File: src/rtl/edge_pulse_array.sv
// N-channel debounced edge-to-pulse converter with global edge select and optional auto-repeat.
// Each channel: 2-flop synchroniser, stability-count debouncer, registered one-cycle strobe.
module edge_pulse_array #(
    parameter int N             = 18,
    parameter int DEBOUNCE      = 4,
    parameter int REPEAT_DELAY  = 0,
    parameter int REPEAT_PERIOD = 1
) (
    input  logic         clk,
    input  logic         reset,
    input  logic [N-1:0] in,
    input  logic [1:0]   mode,
    output logic [N-1:0] q,
    output logic [N-1:0] level,
    output logic         any
);

    localparam int DC_W   = (DEBOUNCE > 1) ? $clog2(DEBOUNCE) : 1;
    localparam int RC_MAX = (REPEAT_DELAY > REPEAT_PERIOD) ? REPEAT_DELAY : REPEAT_PERIOD;
    localparam int RC_W   = $clog2(RC_MAX + 1);
    localparam bit REPEAT_EN = (REPEAT_DELAY > 0);

    localparam logic [DC_W-1:0] DC_LAST   = DC_W'(DEBOUNCE - 1);
    localparam logic [RC_W-1:0] RC_DELAY  = RC_W'(REPEAT_DELAY);
    localparam logic [RC_W-1:0] RC_PERIOD = RC_W'(REPEAT_PERIOD);
    localparam logic [RC_W-1:0] RC_ONE    = RC_W'(1);

    logic [N-1:0] r_s1;
    logic [N-1:0] r_s2;
    logic [N-1:0] r_level;
    logic [N-1:0] r_q;
    logic         r_any;

    logic [N-1:0] w_flip;
    logic [N-1:0] w_rep;
    logic [N-1:0] w_q_next;
    logic         w_rise_ok;
    logic         w_fall_ok;

    assign w_rise_ok = (mode == 2'b00) || (mode == 2'b10);
    assign w_fall_ok = (mode == 2'b01) || (mode == 2'b10);

    genvar g;
    generate
        for (g = 0; g < N; g++) begin : g_ch
            logic [DC_W-1:0] r_dc;
            logic [RC_W-1:0] r_rc;

            assign w_flip[g] = (r_s2[g] != r_level[g]) && (r_dc == DC_LAST);
            // A fall flip cancels repeating, so it wins over a repeat due in the same cycle.
            assign w_rep[g]  = REPEAT_EN && r_level[g] && !w_flip[g] && (r_rc == RC_ONE);
            assign w_q_next[g] = (w_flip[g] && (r_s2[g] ? w_rise_ok : w_fall_ok))
                               || (w_rep[g] && w_rise_ok);

            always_ff @(posedge clk) begin
                if (reset) begin
                    r_dc <= '0;
                    r_rc <= '0;
                end else begin
                    if ((r_s2[g] == r_level[g]) || w_flip[g])
                        r_dc <= '0;
                    else
                        r_dc <= r_dc + DC_W'(1);

                    if (!REPEAT_EN)
                        r_rc <= '0;
                    else if (w_flip[g])
                        r_rc <= r_s2[g] ? RC_DELAY : '0;
                    else if (r_level[g] && (r_rc != '0))
                        r_rc <= (r_rc == RC_ONE) ? RC_PERIOD : (r_rc - RC_ONE);
                end
            end
        end
    endgenerate

    always_ff @(posedge clk) begin
        if (reset) begin
            r_s1    <= '0;
            r_s2    <= '0;
            r_level <= '0;
            r_q     <= '0;
            r_any   <= 1'b0;
        end else begin
            r_s1    <= in;
            r_s2    <= r_s1;
            r_level <= r_level ^ w_flip;
            r_q     <= w_q_next;
            r_any   <= |w_q_next;
        end
    end

    assign q     = r_q;
    assign level = r_level;
    assign any   = r_any;

endmodule

File: config.mk
export PLATFORM = sky130hd
export DESIGN_NAME = edge_pulse_array
export DESIGN_NICKNAME = d
export VERILOG_FILES = /design/src/rtl/edge_pulse_array.sv
export SDC_FILE = /design/constraint.sdc
export NUM_CORES = 1
export LEC_CHECK = 0
export CAP_MARGIN = 20
export CORE_MARGIN = 4
export CORE_UTILIZATION = 60
export DETAILED_ROUTE_END_ITERATION = 16
export DONT_BUFFER_PORTS = 1
export HOLD_SLACK_MARGIN = 0.02
export PLACE_DENSITY = 0.76
export SLEW_MARGIN = 20
export SYNTH_ARGS = -nofsm -noshare
export SYNTH_HDL_FRONTEND = slang
export SYNTH_SLANG_ARGS = --single-unit
File: constraint.sdc
create_clock -name clk -period 4.05 [get_ports clk]
set_input_delay 0.6075 -clock clk [delete_from_list [all_inputs] [get_ports clk]]
set_output_delay 0.6075 -clock clk [all_outputs]
set_load 0.05 [all_outputs]
==> flow_metrics.py, run 1 <==
metrics = {
    "die": {
        "fp.dieW_um": 89.3,
        "core_area_um2": 6390,
        "die-area_um2": 7980,
        "start_util_pct": 62.1,
        "die_y_um": 89.3,
        "num_io_pins": 59,
        "rows": 29,
    },
    "finish": {
        "area_delta_synth_final_pct": 5.52,
        "drive_gt1_share_pct": 4.51,
        "finalNetCount": 437,
        "nFillCells": 532,
        "n_antenna_cell": 0,
    },
    "synthesis": {
        "synth_edf_count": 0,
        "syn_inst": 399,
        "yosys.area.top_type": "dfxtp_1",
        "seq_area_frac_synth_pct": 55.0,
        "synthArstFlopShare_pct": 0,
        "synthesis.nets": 441,
        "synth_top_cell_area_share_pct": 55.0,
        "synth.top_cells.by_area": "dfxtp_1, nor2b_1, nor2_1",
        "synth_flop_cell": "dfxtp_1",
        "syn-cell-area_um2": 3970,
        "yosysMostFrequentCell": "dfxtp_1",
        "yosys.cell_types.count": 24,
        "syn_avg_cell_area_um2": 9.94,
        "synthTopCellsByCount": "dfxtp_1, nor2_1, nor2b_1",
        "synth_seq_cells": 109,
        "yosysWarningCount": 0,
    },
    "detailed_routing": {
        "drt_iter0_drc": 140,
        "wl_mm": 6.35,
        "routedWlPerCell_um": 13.3,
        "drc_errors": 0,
        "vias": 2503,
        "vias_per_cell": 5.26,
        "drtPass1Iterations": 4,
        "ant_nets": 0,
    },
    "worst_setup_path": {
        "cpLargestDelayFamily": "compound AO/OA/AOI/OAI gates",
        "critPathCapture": "any",
        "arrival_ns": 2.18,
        "crit_type": "primary input to flip-flop",
        "path_cells": "inv_1 -> ha_1 -> or2_1 -> a22o_1 -> a22oi_1 -> nand4_1 -> o31a_1",
        "cp-end-kind": "flip-flop",
        "cp.depth": 7,
        "cp_slowest_cell": "or2_1",
        "cp_max_fo": 11,
        "worst-r2r-setup-slack_ns": 2.20,
        "r2r-end": "any",
        "worst-path-buf-inv": 1,
        "reg2reg_depth": 5,
        "required_ns": 4.30,
        "max_stage_delay_ns": 0.39,
        "crit_start": "mode[0]",
        "startpoint_type": "primary input",
    },
    "clock_network": {
        "numCtsBuffers": 9,
        "cts_resized": 0,
        "postCtsSetupRepairBufs": 0,
        "clock_sinks": 109,
        "clock_latency_ns": 0.36,
        "holdBufCountCts": 0,
        "htree_levels": 3,
        "path_clk_slew_ns": 0.09,
        "clockBufferDepth": 2,
        "cts_tree": "done",
        "root_buffer": "clkbuf_8",
    },
    "sta": {
        "rsz0062_at_grt": "no",
        "fmax_ghz": 0.520,
        "worstMarginPinSlew_ns": 0.662,
        "tns_ns": 0,
        "setup-violations-final": 0,
        "final_hold_viol_count": 0,
        "maxSlewHeadroom_pct": 55.8,
        "holdWs_ns": 0.315,
        "fin_crit_ns": 1.92,
        "post-route-period-util_pct": 47.4,
        "maxSlewViolCount": 0,
        "finClkSkew_ns": 0.00873,
    },
    "place": {
        "hpwlAfterDp_mm": 4.54,
        "gp_congestion": 0.803,
        "port_buffers": 0,
    },
    "global_routing": {
        "grt_max_degree": 81,
        "grt_pass1_wl_mm": 10.5,
        "grt_usage_pct": 17.5,
        "grt_remaining_overflow": 0,
        "antenna_found_initial": 0,
        "grt_pass1_vias": 2272,
    },
    "power": {
        "max-vdd-ir-drop_mv": 0.312,
        "leakagePower_uw": 0.00172,
        "p_per_area_nw_per_um2": 426,
    },
    "worst_hold_path": {
        "hp-class": "primary input to flip-flop",
    },
    "status": {
        "status": "completed",
    },
    "run": {
        "max_cap_viol_count": 0,
    },
}
==> through the flow <==
stage          area [µm²]  worst slack (ns)  cells  utilization (%)  total power [µW]
5_1_grt              4190              1.98    476             65.5              1860
6_report             4190              2.13    476             65.5              1780
2_1_floorplan        3970              2.04    399                -              1180
3_5_place_dp         4000              1.75    461             62.6              1180
4_1_cts              4190              2.15    476             65.5              1800
3_3_place_gp         4000              1.85    461             62.6              1180
==> layout make-up <==
class                   instances  area [µm²]  area share (%)
well taps                      77        96.3            2.30
clock buffers                  11         141            3.38
inverters                      21        78.8            1.88
clock inverters                 4        48.8            1.17
flip-flops and latches        109        2180            52.1
multi-input cells             254        1640            39.1
==> worst min-delay path by stage <==
stage | from | to | cells after the start
floorplan | g_ch[12].r_dc[0] | g_ch[12].r_dc[0] | 1
global placement | g_ch[8].r_dc[0] | g_ch[8].r_dc[0] | 1
detailed placement | g_ch[6].r_dc[0] | g_ch[6].r_dc[0] | 1
CTS | reset | r_s2[1] | 1
global route | reset | flip-flop | 1
finish | reset | flip-flop | 1
==> report_power, final <==
group          internal (µW)  total (µW)  switching (µW)
clock network            299         627             328
logic                   24.9        51.3            26.4
registers               1090        1100            10.9
==> worst reg2reg max path, stage by stage, from the launching register on <==
cell,delay [ns]
dfxtp_1,0.67
and2b_1,0.26
a22o_1,0.24
a22oi_1,0.22
nand4_1,0.12
o31a_1,0.24
==> routing by layer <==
metal	up-vias	wire (µm)	track usage, %
met5	-	0	0
met4	0	166	9.88
met3	13	395	5.16
met2	50	2910	26.2
met1	1142	2880	22.5
li1	1298	-	-
==> logic make-up (layout without fill, tap and decap cells) <==
| logic type | Yosys count | after routing | synth area share [%] |
|---|---|---|---|
| DFF | 109 | 109 | 55.0 |
| adders and majority gates | 20 | 20 | 6.31 |
| buffers and inverters | 36 | 36 | 3.69 |
| and+or+nand+nor | 163 | 163 | 21.3 |
| xor gates and xnor gates | 10 | 10 | 2.21 |
| AOI/OAI and AO/OA | 43 | 43 | 6.97 |
| muxes | 18 | 18 | 4.54 |
==> cells in the final DEF (no fill, tap or decap), types with 2 or more instances in the layout <==
cell type,count
and3_1,11
clkinv_2,2
nor2_1,69
nand3b_1,10
a22o_2,2
or3_1,10
nor2b_1,51
o21ai_0,17
a22oi_1,4
nand2_1,7
a22oi_2,2
xnor2_1,10
nand4_1,3
clkbuf_8,10
a22o_1,6
ha_1,20
mux2i_1,18
dfxtp_1,109
inv_1,21
o21ai_1,11
Power figures use the tool's default switching activity.
==> run 2: changes to the inputs <==
==> constraint.sdc (replaced) <==
create_clock -name clk -period 1.8 [get_ports clk]
set_input_delay 0.27 -clock clk [delete_from_list [all_inputs] [get_ports clk]]
set_output_delay 0.27 -clock clk [all_outputs]
set_load 0.05 [all_outputs]
==> run 2 against run 1 <==
Register-to-register slack got worse by 1.8 ns. Sequential power rose by 130%. Global-route usage rose by 1.5 points. Power rose by 130%. Critical path depth did not move. Final cell count rose by 6.9%. Combinational power rose to 3.5 times the previous value. Cell area rose by 7.3%. Worst hold slack got worse by 0.28 ns. Clock power rose by 130%. Critical path type unchanged. Highest routed layer unchanged.
==> flow_metrics.py, run 2 (synthesized netlist as in run 1, its figures left out) <==
metrics = {
    "clock_network": {
        "cts_resized": 0,
        "htree_levels": 3,
        "clock_latency_ns": 0.36,
        "cts_tree": "done",
        "numCtsBuffers": 9,
        "root_buffer": "clkbuf_8",
        "clock_sinks": 109,
        "path_clk_slew_ns": 0.09,
        "clockBufferDepth": 2,
    },
    "detailed_routing": {
        "vias_per_cell": 5.17,
        "drtPass1Iterations": 4,
        "routedWlPerCell_um": 13.6,
        "vias": 2633,
        "drc_errors": 0,
        "wl_mm": 6.91,
        "ant_nets": 0,
        "drt_iter0_drc": 139,
    },
    "power": {
        "power.net_switching_uw": 898,
        "p_total_uw": 4120,
        "sequentialPowerShare_pct": 60.2,
        "p_int_uw": 3230,
        "p_sw_share_pct": 21.8,
        "p_clk_share_pct": 35.5,
        "max-vdd-ir-drop_mv": 0.668,
        "p_per_area_nw_per_um2": 918,
        "leakagePower_uw": 0.00190,
        "p_comb_share_pct": 4.3,
    },
    "die": {
        "die-area_um2": 7980,
        "num_io_pins": 59,
        "start_util_pct": 62.1,
        "fp.dieW_um": 89.3,
        "die_y_um": 89.3,
        "core_area_um2": 6390,
        "rows": 29,
    },
    "sta": {
        "maxSlewHeadroom_pct": 63.4,
        "finClkSkew_ns": 0.00782,
        "final_hold_viol_count": 0,
        "worstMarginPinSlew_ns": 0.548,
        "tns_ns": 0,
        "worst_slack_ns": 0.331,
        "maxSlewViolCount": 0,
        "fmax_ghz": 0.681,
        "rsz0062_at_grt": "no",
        "setup-violations-final": 0,
        "post-route-period-util_pct": 81.6,
        "fin_crit_ns": 1.47,
    },
    "finish": {
        "multi_input_area_um2": 1640,
        "layoutNonFillerInstCount": 509,
        "final_cell_mix": "dfxtp_1, nor2_1, nor2b_1, inv_1",
        "nFillCells": 463,
        "final_common_cell": "dfxtp_1",
        "n_antenna_cell": 0,
        "fin_util_pct": 70.3,
        "finalNetCount": 469,
        "seqCellArea_um2": 2180,
        "area_delta_synth_final_pct": 13.2,
        "drive_gt1_share_pct": 9.72,
    },
    "worst_hold_path": {
        "holdPathStages": 1,
        "hp-class": "primary input to flip-flop",
    },
    "worst_setup_path": {
        "arrival_ns": 1.73,
        "cp_max_fo": 8,
        "reg2reg_depth": 5,
        "startpoint_type": "primary input",
        "cp-end-kind": "flip-flop",
        "crit_type": "primary input to flip-flop",
        "required_ns": 2.06,
    },
    "place": {
        "port_buffers": 0,
        "hpwlAfterDp_mm": 4.59,
        "dp_cells": 482,
        "dpl_worst_slack_ns": -0.0328,
        "gp_congestion": 0.798,
    },
    "run": {
        "max_cap_viol_count": 0,
    },
    "global_routing": {
        "grt_pass1_wl_mm": 11.5,
        "grt_max_degree": 62,
        "grt_usage_pct": 19.0,
        "grt_pass1_vias": 2511,
        "antenna_found_initial": 0,
        "grt_remaining_overflow": 0,
    },
    "status": {
        "status": "completed",
    },
}
run 2: worst paths after layout:
check,from,to,slack [ns]
setup / recovery,mode[0],any,0.33
hold reg to reg,g_ch[15].r_dc[0],g_ch[15].r_dc[0],0.42
setup reg to reg,flip-flop,any,0.37
hold / removal,in[16],r_s1[16],0.03
run 2: repair_timing:
action / 4_1_cts / 5_1_grt
hold buffers: 11 / 0
buffers inserted: 0 / 0
hold endpoints to repair: 61 / 0
run 2: metrics by stage:
stage,cell area [µm²],hold slack (ns)
global placement,4170,0.350
finish,4490,0.0325
floorplan,3970,0.397
detailed placement,4170,0.352
global route,4490,0.0265
CTS,4490,0.0208
run 2: worst max-delay path, cell delays in order:
cell and delay (ns):
inv_1 0.04, ha_1 0.20, or2_1 0.37, a22o_1 0.26
a22oi_1 0.22, nand4_1 0.13, o31a_1 0.24
run 2: per-layer routing:
layer	part of all wire, %	vias to the layer above	track usage, %
met5	0	-	0
met4	2.6	0	9.07
met3	5.7	13	4.79
met2	47	59	30.6
met1	44	1194	23.7
li1	-	1367	-
run 2: power groups by stage:
| stage | sequential [µW] | combinational (µW) | clock (µW) |
|---|---|---|---|
| floorplan | 2530 | 126 | 0 |
| global placement | 2540 | 127 | 0 |
| detailed placement | 2540 | 133 | 0 |
| CTS | 2480 | 177 | 1500 |
| global route | 2490 | 199 | 1590 |
| finish | 2480 | 177 | 1460 |
run 2: final cells by class:
| cell class | instances | area share (%) |
|---|---|---|
| clock buffer | 10 | 3.06 |
| clock inverter | 6 | 1.36 |
| inverter | 21 | 1.75 |
| multi-input combinational | 254 | 36.5 |
| sequential | 109 | 48.6 |
| tap | 77 | 2.14 |
| timing repair buffer | 32 | 6.63 |
==> run 3: changes to the inputs <==
--- a/config.mk
+++ b/config.mk
@@ -5,6 +5,7 @@
 export SDC_FILE = /design/constraint.sdc
 export NUM_CORES = 1
 export LEC_CHECK = 0
+export ABC_AREA = 1
 export CAP_MARGIN = 20
 export CORE_MARGIN = 4
 export CORE_UTILIZATION = 60
==> constraint.sdc (replaced) <==
create_clock -name clk -period 1.4 [get_ports clk]
set_input_delay 0.21 -clock clk [delete_from_list [all_inputs] [get_ports clk]]
set_output_delay 0.21 -clock clk [all_outputs]
set_load 0.05 [all_outputs]
==> run 3 against run 2 <==
Cell area increased by 6.9%. Power increased by 29%. Sequential share of layout area decreased by 3.1 points. Critical endpoint unchanged.
==> flow_metrics.py, run 3 <==
metrics = {
    "worst_setup_path": {
        "startpoint_type": "flip-flop",
        "crit_type": "flip-flop to flip-flop",
        "arrival_ns": 1.54,
        "cp-end-kind": "flip-flop",
        "cp_max_fo": 3,
        "required_ns": 1.65,
    },
    "sta": {
        "fin_crit_ns": 1.29,
        "maxSlewHeadroom_pct": 66.7,
        "post-route-period-util_pct": 92.2,
        "worst_slack_ns": 0.110,
        "final_hold_viol_count": 0,
        "fmax_ghz": 0.775,
        "maxSlewViolCount": 0,
        "rsz0062_at_grt": "no",
        "tns_ns": 0,
        "worstMarginPinSlew_ns": 0.498,
        "finClkSkew_ns": 0.0143,
        "setup-violations-final": 0,
    },
    "global_routing": {
        "grt_pass1_wl_mm": 13.7,
        "grt_max_degree": 56,
        "grt_pass1_vias": 3215,
        "antenna_found_initial": 0,
        "grt_remaining_overflow": 0,
        "grt_usage_pct": 20.4,
    },
    "synthesis": {
        "synth_seq_cells": 109,
        "syn_inst": 514,
        "synthesis.nets": 556,
        "yosysMostFrequentCell": "nor2_1",
        "synthArstFlopShare_pct": 0,
        "synth_top_cell_area_share_pct": 53.8,
        "synth.top_cells.by_area": "dfxtp_1, nor2_1, inv_1",
        "syn_avg_cell_area_um2": 7.89,
        "seq_area_frac_synth_pct": 53.8,
        "syn-cell-area_um2": 4050,
        "synth_flop_cell": "dfxtp_1",
        "yosys.cell_types.count": 22,
        "yosysWarningCount": 0,
        "synthTopCellsByCount": "nor2_1, dfxtp_1, inv_1",
        "yosys.area.top_type": "dfxtp_1",
        "synth_edf_count": 0,
    },
    "clock_network": {
        "path_clk_slew_ns": 0.10,
        "numCtsBuffers": 9,
        "root_buffer": "clkbuf_8",
        "htree_levels": 3,
        "clock_latency_ns": 0.36,
        "clockBufferDepth": 2,
        "cts_tree": "done",
        "clock_sinks": 109,
    },
    "detailed_routing": {
        "drc_errors": 0,
        "wl_mm": 7.78,
        "drt_iter0_drc": 107,
        "routedWlPerCell_um": 11.9,
        "vias": 3200,
        "drtPass1Iterations": 4,
        "vias_per_cell": 4.91,
        "ant_nets": 0,
    },
    "place": {
        "gp_congestion": 0.802,
        "place_area_um2": 4370,
        "hpwlAfterDp_mm": 5.31,
        "dpl_worst_slack_ns": -0.183,
        "dp_cells": 614,
        "port_buffers": 0,
    },
    "finish": {
        "nFillCells": 485,
        "final_common_cell": "nor2_1",
        "fin_area_um2": 4800,
        "layoutNonFillerInstCount": 652,
        "drive_gt1_share_pct": 12.3,
        "finalNetCount": 612,
        "area_delta_synth_final_pct": 18.5,
        "n_antenna_cell": 0,
        "final_cell_mix": "nor2_1, dfxtp_1, inv_1, nand2_1, buf_4",
    },
    "status": {
        "status": "completed",
    },
    "die": {
        "die_y_um": 90.2,
        "die-area_um2": 8140,
        "start_util_pct": 62.8,
        "fp.dieW_um": 90.2,
        "rows": 29,
        "core_area_um2": 6460,
        "num_io_pins": 59,
    },
    "worst_hold_path": {
        "hp-class": "primary input to flip-flop",
    },
    "power": {
        "max-vdd-ir-drop_mv": 1.08,
        "p_per_area_nw_per_um2": 1110,
        "leakagePower_uw": 0.00226,
    },
    "run": {
        "max_cap_viol_count": 0,
    },
}
-- run 3: critical path: stages, from the launching register on --
cell	delay, ns
dfxtp_1	0.33
ha_1	0.23
inv_1	0.08
a21oi_1	0.05
nand2_1	0.10
nand2_2	0.06
nor2_2	0.11
nand2_1	0.06
nor2_1	0.10
nor2_1	0.05
-- run 3: cell type report --
class	instances	area, µm²	area share (%)
timing repair buffer	56	497	10.3
inverter	103	387	8.05
clock inverter	6	61.3	1.28
sequential	109	2180	45.5
multi-input combinational	291	1450	30.2
clock buffer	10	128	2.66
tap	77	96.3	2.01
-- run 3: path summary, 6_finish.rpt --
| check | startpoint | to | slack [ns] | depth (start not counted) |
|---|---|---|---|---|
| max | g_ch[4].r_dc[0] | any | 0.11 | 9 |
| min | reset | flip-flop | 0.14 | 3 |
| max reg2reg | g_ch[4].r_dc[0] | any | 0.11 | 9 |
| min reg2reg | r_s1[0] | r_s2[0] | 0.41 | 2 |
-- run 3: cells by family (layout without fill, tap and decap cells) --
| logic type | Yosys count | in the layout | synth area share [%] |
|---|---|---|---|
| adders and majority gates | 20 | 20 | 6.17 |
| and+or+nand+nor | 215 | 215 | 21.9 |
| xor gates and xnor gates | 4 | 4 | 0.864 |
| AOI/OAI and AO/OA | 52 | 52 | 6.42 |
| buffers and inverters | 114 | 175 | 10.9 |
| DFF | 109 | 109 | 53.8 |
-- run 3: timing repair --
| action | 4_1_cts | 5_1_grt |
|---|---|---|
| resized for setup | 0 | 11 |
| endpoints found under the hold margin | 56 | 1 |
| setup endpoints to repair | 0 | 2 |
| hold buffers | 20 | 1 |
| setup buffers | 0 | 2 |
-- run 3: metrics by stage --
stage	hold WS, ns	utilization [%]	power, µW
floorplan	0.317	-	3440
global placement	0.286	67.6	3480
detailed placement	0.288	67.6	3500
CTS	0.130	73.8	5360
global route	0.158	74.4	5540
finish	0.141	74.4	5310
-- run 3: report_power, final --
part	internal (µW)	switching, µW
registers	3160	35.9
clock network	825	989
logic	127	174
total	4110	1200
-- run 3: metal layers --
metal | vias to the layer above | track usage (%) | share of wire [%]
li1 | 1664 | - | -
met4 | 0 | 7.65 | 1.8
met1 | 1449 | 22.6 | 44
met5 | - | 0 | 0
met3 | 13 | 5.59 | 4.8
met2 | 74 | 37.1 | 50
